===== src/rtl/regfile_pkg.sv =====
// Shared types and sizes for the register-file writeback arbiter.
// Each writeback request carries a destination index and write data.
package regfile_pkg;

    localparam int AW    = 5;
    localparam int DW    = 32;
    localparam int NREGS = 2 ** AW;

    localparam logic SRC_A = 1'b0;
    localparam logic SRC_B = 1'b1;

    typedef struct packed {
        logic [AW-1:0] rd;
        logic [DW-1:0] data;
    } wb_req_t;

    function automatic logic [NREGS-1:0] rd_onehot(input logic [AW-1:0] rd);
        return NREGS'(1) << rd;
    endfunction

endpackage


===== src/rtl/wb_fifo.sv =====
// Small per-source writeback queue with registered occupancy count.
// Exposes per-entry valid bits and destination indices for hazard masking.
module wb_fifo
    import regfile_pkg::*;
#(
    parameter int DEPTH = 2
) (
    input  logic                     clk,
    input  logic                     rst,
    input  logic                     push_i,
    input  logic                     pop_i,
    input  wb_req_t                  din_i,
    output logic                     full_o,
    output logic                     empty_o,
    output wb_req_t                  head_o,
    output logic [DEPTH-1:0]         vld_o,
    output logic [DEPTH-1:0][AW-1:0] rd_o
);

    localparam int PW = $clog2(DEPTH);
    localparam int CW = PW + 1;

    wb_req_t          mem_q [DEPTH];
    logic [PW-1:0]    wr_ptr_q, wr_ptr_d;
    logic [PW-1:0]    rd_ptr_q, rd_ptr_d;
    logic [CW-1:0]    count_q,  count_d;
    logic [DEPTH-1:0] vld_q,    vld_d;
    logic             do_push, do_pop;

    assign full_o  = (count_q == CW'(DEPTH));
    assign empty_o = (count_q == '0);
    assign head_o  = mem_q[rd_ptr_q];
    assign vld_o   = vld_q;

    assign do_push = push_i && !full_o;
    assign do_pop  = pop_i && !empty_o;

    always_comb begin
        wr_ptr_d = wr_ptr_q;
        rd_ptr_d = rd_ptr_q;
        vld_d    = vld_q;
        count_d  = count_q + CW'(do_push) - CW'(do_pop);
        // Push and pop never target the same slot: pop needs an entry, push needs a hole.
        if (do_push) begin
            wr_ptr_d         = wr_ptr_q + PW'(1);
            vld_d[wr_ptr_q]  = 1'b1;
        end
        if (do_pop) begin
            rd_ptr_d         = rd_ptr_q + PW'(1);
            vld_d[rd_ptr_q]  = 1'b0;
        end
    end

    always_comb begin
        for (int i = 0; i < DEPTH; i++) begin
            rd_o[i] = mem_q[i].rd;
        end
    end

    always_ff @(posedge clk) begin
        if (rst) begin
            wr_ptr_q <= '0;
            rd_ptr_q <= '0;
            count_q  <= '0;
            vld_q    <= '0;
        end else begin
            wr_ptr_q <= wr_ptr_d;
            rd_ptr_q <= rd_ptr_d;
            count_q  <= count_d;
            vld_q    <= vld_d;
        end
    end

    always_ff @(posedge clk) begin
        if (do_push) begin
            mem_q[wr_ptr_q] <= din_i;
        end
    end

endmodule


===== src/rtl/regfile_wb_arbiter.sv =====
// Round-robin arbiter sharing one register-file write port between the ALU (A)
// and load unit (B) writeback queues; also exports the pending-write mask.
module regfile_wb_arbiter
    import regfile_pkg::*;
#(
    parameter int DEPTH = 2
) (
    input  logic             clk,
    input  logic             rst,
    input  logic             a_valid,
    output logic             a_ready,
    input  logic [AW-1:0]    a_rd,
    input  logic [DW-1:0]    a_data,
    input  logic             b_valid,
    output logic             b_ready,
    input  logic [AW-1:0]    b_rd,
    input  logic [DW-1:0]    b_data,
    output logic             rf_we,
    output logic [AW-1:0]    rf_rd,
    output logic [DW-1:0]    rf_indata,
    output logic [NREGS-1:0] pending_mask
);

    logic                     a_full, a_empty, b_full, b_empty;
    logic                     a_push, b_push, pop_a, pop_b;
    wb_req_t                  a_head, b_head;
    logic [DEPTH-1:0]         a_vld, b_vld;
    logic [DEPTH-1:0][AW-1:0] a_rds, b_rds;

    logic          rr_q, rr_d;
    logic          rf_we_q, rf_we_d;
    logic [AW-1:0] rf_rd_q, rf_rd_d;
    logic [DW-1:0] rf_indata_q, rf_indata_d;

    assign a_ready = !a_full;
    assign b_ready = !b_full;

    // Writes to r0 complete the handshake but are never queued.
    assign a_push = a_valid && a_ready && (a_rd != '0);
    assign b_push = b_valid && b_ready && (b_rd != '0);

    wb_fifo #(.DEPTH(DEPTH)) u_fifo_a (
        .clk     (clk),
        .rst     (rst),
        .push_i  (a_push),
        .pop_i   (pop_a),
        .din_i   ('{rd: a_rd, data: a_data}),
        .full_o  (a_full),
        .empty_o (a_empty),
        .head_o  (a_head),
        .vld_o   (a_vld),
        .rd_o    (a_rds)
    );

    wb_fifo #(.DEPTH(DEPTH)) u_fifo_b (
        .clk     (clk),
        .rst     (rst),
        .push_i  (b_push),
        .pop_i   (pop_b),
        .din_i   ('{rd: b_rd, data: b_data}),
        .full_o  (b_full),
        .empty_o (b_empty),
        .head_o  (b_head),
        .vld_o   (b_vld),
        .rd_o    (b_rds)
    );

    // rr_q names the source that wins the next contended cycle; it only moves on contention.
    always_comb begin
        pop_a       = 1'b0;
        pop_b       = 1'b0;
        rr_d        = rr_q;
        rf_rd_d     = rf_rd_q;
        rf_indata_d = rf_indata_q;
        if (!a_empty && !b_empty) begin
            if (rr_q == SRC_A) pop_a = 1'b1;
            else               pop_b = 1'b1;
            rr_d = (rr_q == SRC_A) ? SRC_B : SRC_A;
        end else if (!a_empty) begin
            pop_a = 1'b1;
        end else if (!b_empty) begin
            pop_b = 1'b1;
        end
        rf_we_d = pop_a || pop_b;
        if (pop_a) begin
            rf_rd_d     = a_head.rd;
            rf_indata_d = a_head.data;
        end else if (pop_b) begin
            rf_rd_d     = b_head.rd;
            rf_indata_d = b_head.data;
        end
    end

    always_ff @(posedge clk) begin
        if (rst) begin
            rr_q        <= SRC_A;
            rf_we_q     <= 1'b0;
            rf_rd_q     <= '0;
            rf_indata_q <= '0;
        end else begin
            rr_q        <= rr_d;
            rf_we_q     <= rf_we_d;
            rf_rd_q     <= rf_rd_d;
            rf_indata_q <= rf_indata_d;
        end
    end

    assign rf_we     = rf_we_q;
    assign rf_rd     = rf_rd_q;
    assign rf_indata = rf_indata_q;

    always_comb begin
        pending_mask = '0;
        for (int i = 0; i < DEPTH; i++) begin
            if (a_vld[i]) pending_mask = pending_mask | rd_onehot(a_rds[i]);
            if (b_vld[i]) pending_mask = pending_mask | rd_onehot(b_rds[i]);
        end
        if (rf_we_q) pending_mask = pending_mask | rd_onehot(rf_rd_q);
    end

endmodule


===== config.mk =====
export PLATFORM = sky130hd
export DESIGN_NAME = regfile_wb_arbiter
export DESIGN_NICKNAME = d
export VERILOG_FILES = /design/src/rtl/regfile_pkg.sv /design/src/rtl/wb_fifo.sv /design/src/rtl/regfile_wb_arbiter.sv
export SDC_FILE = /design/constraint.sdc
export NUM_CORES = 1
export LEC_CHECK = 0
export ABC_AREA = 1
export BUFFER_PORTS_ARGS = -buffer_cell sky130_fd_sc_hd__buf_2
export CAP_MARGIN = 25
export CORE_MARGIN = 10
export CORE_UTILIZATION = 47
export DETAILED_ROUTE_END_ITERATION = 8
export PLACE_DENSITY = 0.67
export RECOVER_POWER = 25
export SLEW_MARGIN = 20
export SYNTH_ARGS = -nofsm -noshare
export SYNTH_HDL_FRONTEND = slang
export SYNTH_SLANG_ARGS = --single-unit

===== constraint.sdc =====
create_clock -name clk -period 5.45 [get_ports clk]
set_clock_uncertainty 0.05 [all_clocks]
set_input_delay 0.2725 -clock clk [delete_from_list [all_inputs] [get_ports clk]]
set_output_delay 0.2725 -clock clk [all_outputs]
set_load 0.005 [all_outputs]

==> qor.yml <==
clocking:
  clockBufferDepth: 3
  path_clk_slew_ns: 0.06
  cts_sinks: 201
  h-tree-depth: 1
  cts_tree: "built"
  cts_resized: 0
  clock_latency_ns: 0.48
  cts_buffers: 20
  cts-root-buf: "clkbuf_16"
worst_setup_path:
  cp_data_arrival_time_ns: 3.37
  path_delay_family: "simple AND/OR/NAND/NOR gates"
  crit_chain: "inv_2 > nand2_1 > nand2_2 > nand2_2 > inv_2 > ha_1 > inv_1 > ha_1 > xnor2_1 > o21ai_0 > a21oi_1"
  crit_type: "flip-flop to flip-flop"
  critPathRequiredTime_ns: 5.81
  start_kind: "flip-flop"
  worstSetupEndpointType: "flip-flop"
  slowest_delay_ns: 0.79
  crit_fanout: 40
  cp.buffers_inverters: 3
  slowest_stage: "nand2_2"
run_status:
  outcome: "finished clean"
placement:
  post-dp-hpwl_um: 20000
  portBuffers: 149
  place_area_um2: 10500
  gp_congestion: 0.946
cells_and_area:
  final_area_um2: 11800
  regArea_um2: 5510
  fillers: 1838
  multi_input_area_um2: 3470
  drive_above_1_share_pct: 11.6
  num_antenna_cells: 0
  final_util_pct: 58.3
  area_growth_pct: 22.0
  finalNetCount: 1427
logic_synthesis:
  seq_area_frac_synth_pct: 56.7
  synth-xor-area-share_pct: 0.180
  synth_area_um2: 9710
  synthAdderAreaFrac_pct: 0.516
  synth_top_family_by_area: "simple AND/OR/NAND/NOR gates"
  synth_compound_area_share_pct: 3.36
  yosysUniqueCellTypes: 28
  yosys.area_share.simple_pct: 31.6
  synthMuxAreaShare_pct: 0
  synthesis.nets: 1235
  synthCells: 1153
  synth-seq-cells: 201
  avgSynthCellArea_um2: 8.42
  synth.yosys.warnings: 0
timing:
  layout_min_cycle_time_ns: 3.02
  worst_hold_slack_ns: 0.0787
  final_hold_viol_count: 0
  max_freq_mhz: 332
  tns_ns: 0
  final_max_slew_viol_count: 0
  rsz0062_at_grt: "no"
  worstMarginPinSlew_ns: 0.989
  slew_headroom_pct: 33.9
  setup_viol: 0
  post-route-period-util_pct: 55.3
die:
  pin_count: 150
  die-area_um2: 26800
  start_util_pct: 47.8
  rows: 52
  die_h_um: 164
  core_area_um2: 20300
  die_x_um: 164
global_routing:
  antenna_found_initial: 0
  grt_overflow_total: 0
  grt_pass1_wl_um: 44200
  grt_usage_pct: 20.8
  first_global_vias: 8153
  grt_max_degree: 75
routing:
  drt-initial-drc-count: 706
  dr.pass1.iters: 7
  vias_per_cell: 5.21
  post-route-drc-count: 0
  wl_um: 28700
  drtAntennaViolNets: 0
  wl_per_cell_um: 17.6
  vias: 8483
power_and_ir_drop:
  peakVddDrop_mv: 0.302
  power.leakage_nw: 5.15
  power.density_nw_per_um2: 430
run:
  drv_cap: 0
worst_hold_path:
  hold_path_class: "input port to flip-flop"
==> power by group <==
part           leakage, nW  internal (mW)  switching (mW)
Combinational         3.04          0.518            1.10
Clock                0.288          0.717           0.530
Sequential            1.82           1.96           0.263
==> registers in the layout, indices dropped and copies added (netlist names), named ones only <==
| register | count |
|---|---|
| u_fifo_b.rd_ptr_q | 1 |
| rf_we | 1 |
| u_fifo_b.mem_q | 74 |
| u_fifo_b.wr_ptr_q | 1 |
| rf_indata | 32 |
| u_fifo_a.rd_ptr_q | 1 |
| u_fifo_a.mem_q | 74 |
| rf_rd | 5 |
| u_fifo_a.vld_o | 2 |
| u_fifo_b.vld_o | 2 |
| u_fifo_a.wr_ptr_q | 1 |
| u_fifo_b.count_q | 2 |
| rr_q | 1 |
| u_fifo_a.count_q | 2 |
==> cells in the mapped netlist (all sizes together) <==
cell	number	area (um2)
a21boi	2	15.0
a21oi	11	66.3
buf	46	270
clkbuf	15	56.3
clkinv	4	15.0
dfxtp	53	1060
edfxtp	148	4440
ha	4	50.1
inv	105	397
nand2	367	1390
nand3	97	485
nand3b	5	37.5
nand4	75	469
nor2	159	631
nor3	11	55.1
o21ai	49	245
xnor2	2	17.5
==> cell type report <==
| class | instances | share of cell area (%) |
|---|---|---|
| sequential | 201 | 46.5 |
| multi-input combinational | 782 | 29.3 |
| timing repair buffer | 231 | 12.8 |
| clock buffer | 29 | 4.78 |
| inverter | 109 | 3.48 |
| tap | 270 | 2.85 |
| clock inverter | 6 | 0.211 |
==> metrics by stage <==
stage	instances	worst slack, ns	power (mW)
after CTS	1626	2.44	5.11
after detailed placement	1517	2.46	3.82
final	1628	2.43	5.08
after floorplan	1153	2.64	3.27
after global routing	1628	2.14	5.40
after global placement	1515	2.56	3.79
==> kinds of logic (layout without fill, tap and decap cells) <==
family / Yosys count / count (layout)
AO/OA/AOI/OAI: 62 / 62
XOR/XNOR: 2 / 2
adder cells (fa/ha/maj): 4 / 4
buffers and inverters: 170 / 375
flip-flops: 201 / 201
AND/OR/NAND/NOR: 714 / 714
==> worst paths after layout <==
kind	depth (start not counted)	endpoint	start	slack (ns)
max	11	u_fifo_a.count_q[1]$_SDFF_PP0_	u_fifo_b.count_q[1]$_SDFF_PP0_	2.43
min	2	u_fifo_a.count_q[0]$_SDFF_PP0_	rst	0.08
max reg2reg	11	u_fifo_a.count_q[1]$_SDFF_PP0_	u_fifo_b.count_q[1]$_SDFF_PP0_	2.43
min reg2reg	2	rf_indata[8]$_SDFFE_PP0P_	rf_indata[8]$_SDFFE_PP0P_	0.40
==> repair_timing <==
item / in CTS / in global routing
hold buffers: 74 / 0
setup buffers: 0 / 0
endpoints found under the hold margin: 148 / 0
==> routing by layer <==
metal / share of wire (%) / wire [um] / track usage [%] / vias to the layer above
li1: - / - / - / 4196
met1: 39 / 11200 / 25.3 / 3899
met2: 50 / 14300 / 36.3 / 341
met3: 7.8 / 2230 / 3.78 / 47
met4: 3.2 / 924 / 7.15 / 0
met5: 0 / 0 / 0 / -
==> layout by cell type, fill, tap and decap left out, types with 2 or more instances in the layout <==
cell type      Yosys  final
clkbuf_1          15     44
nor2_4             2      3
nand4_1           75     75
buf_2             36    110
inv_2              3      3
clkinv_2           0      2
clkbuf_16          0     21
clkinv_1           4      8
nand3_1           97     97
ha_1               4      4
nand2_1          364    364
o21ai_0           49     49
inv_1            101    101
a21oi_1           10     10
edfxtp_1         148    148
nor2_1           155    154
nand3b_1           5      5
dfxtp_1           53     52
buf_4              6      6
dlygate4sd3_1      0     74
nor3_1            11     11
nand2_2            2      2
xnor2_1            2      2
Power figures use the tool's default switching activity.
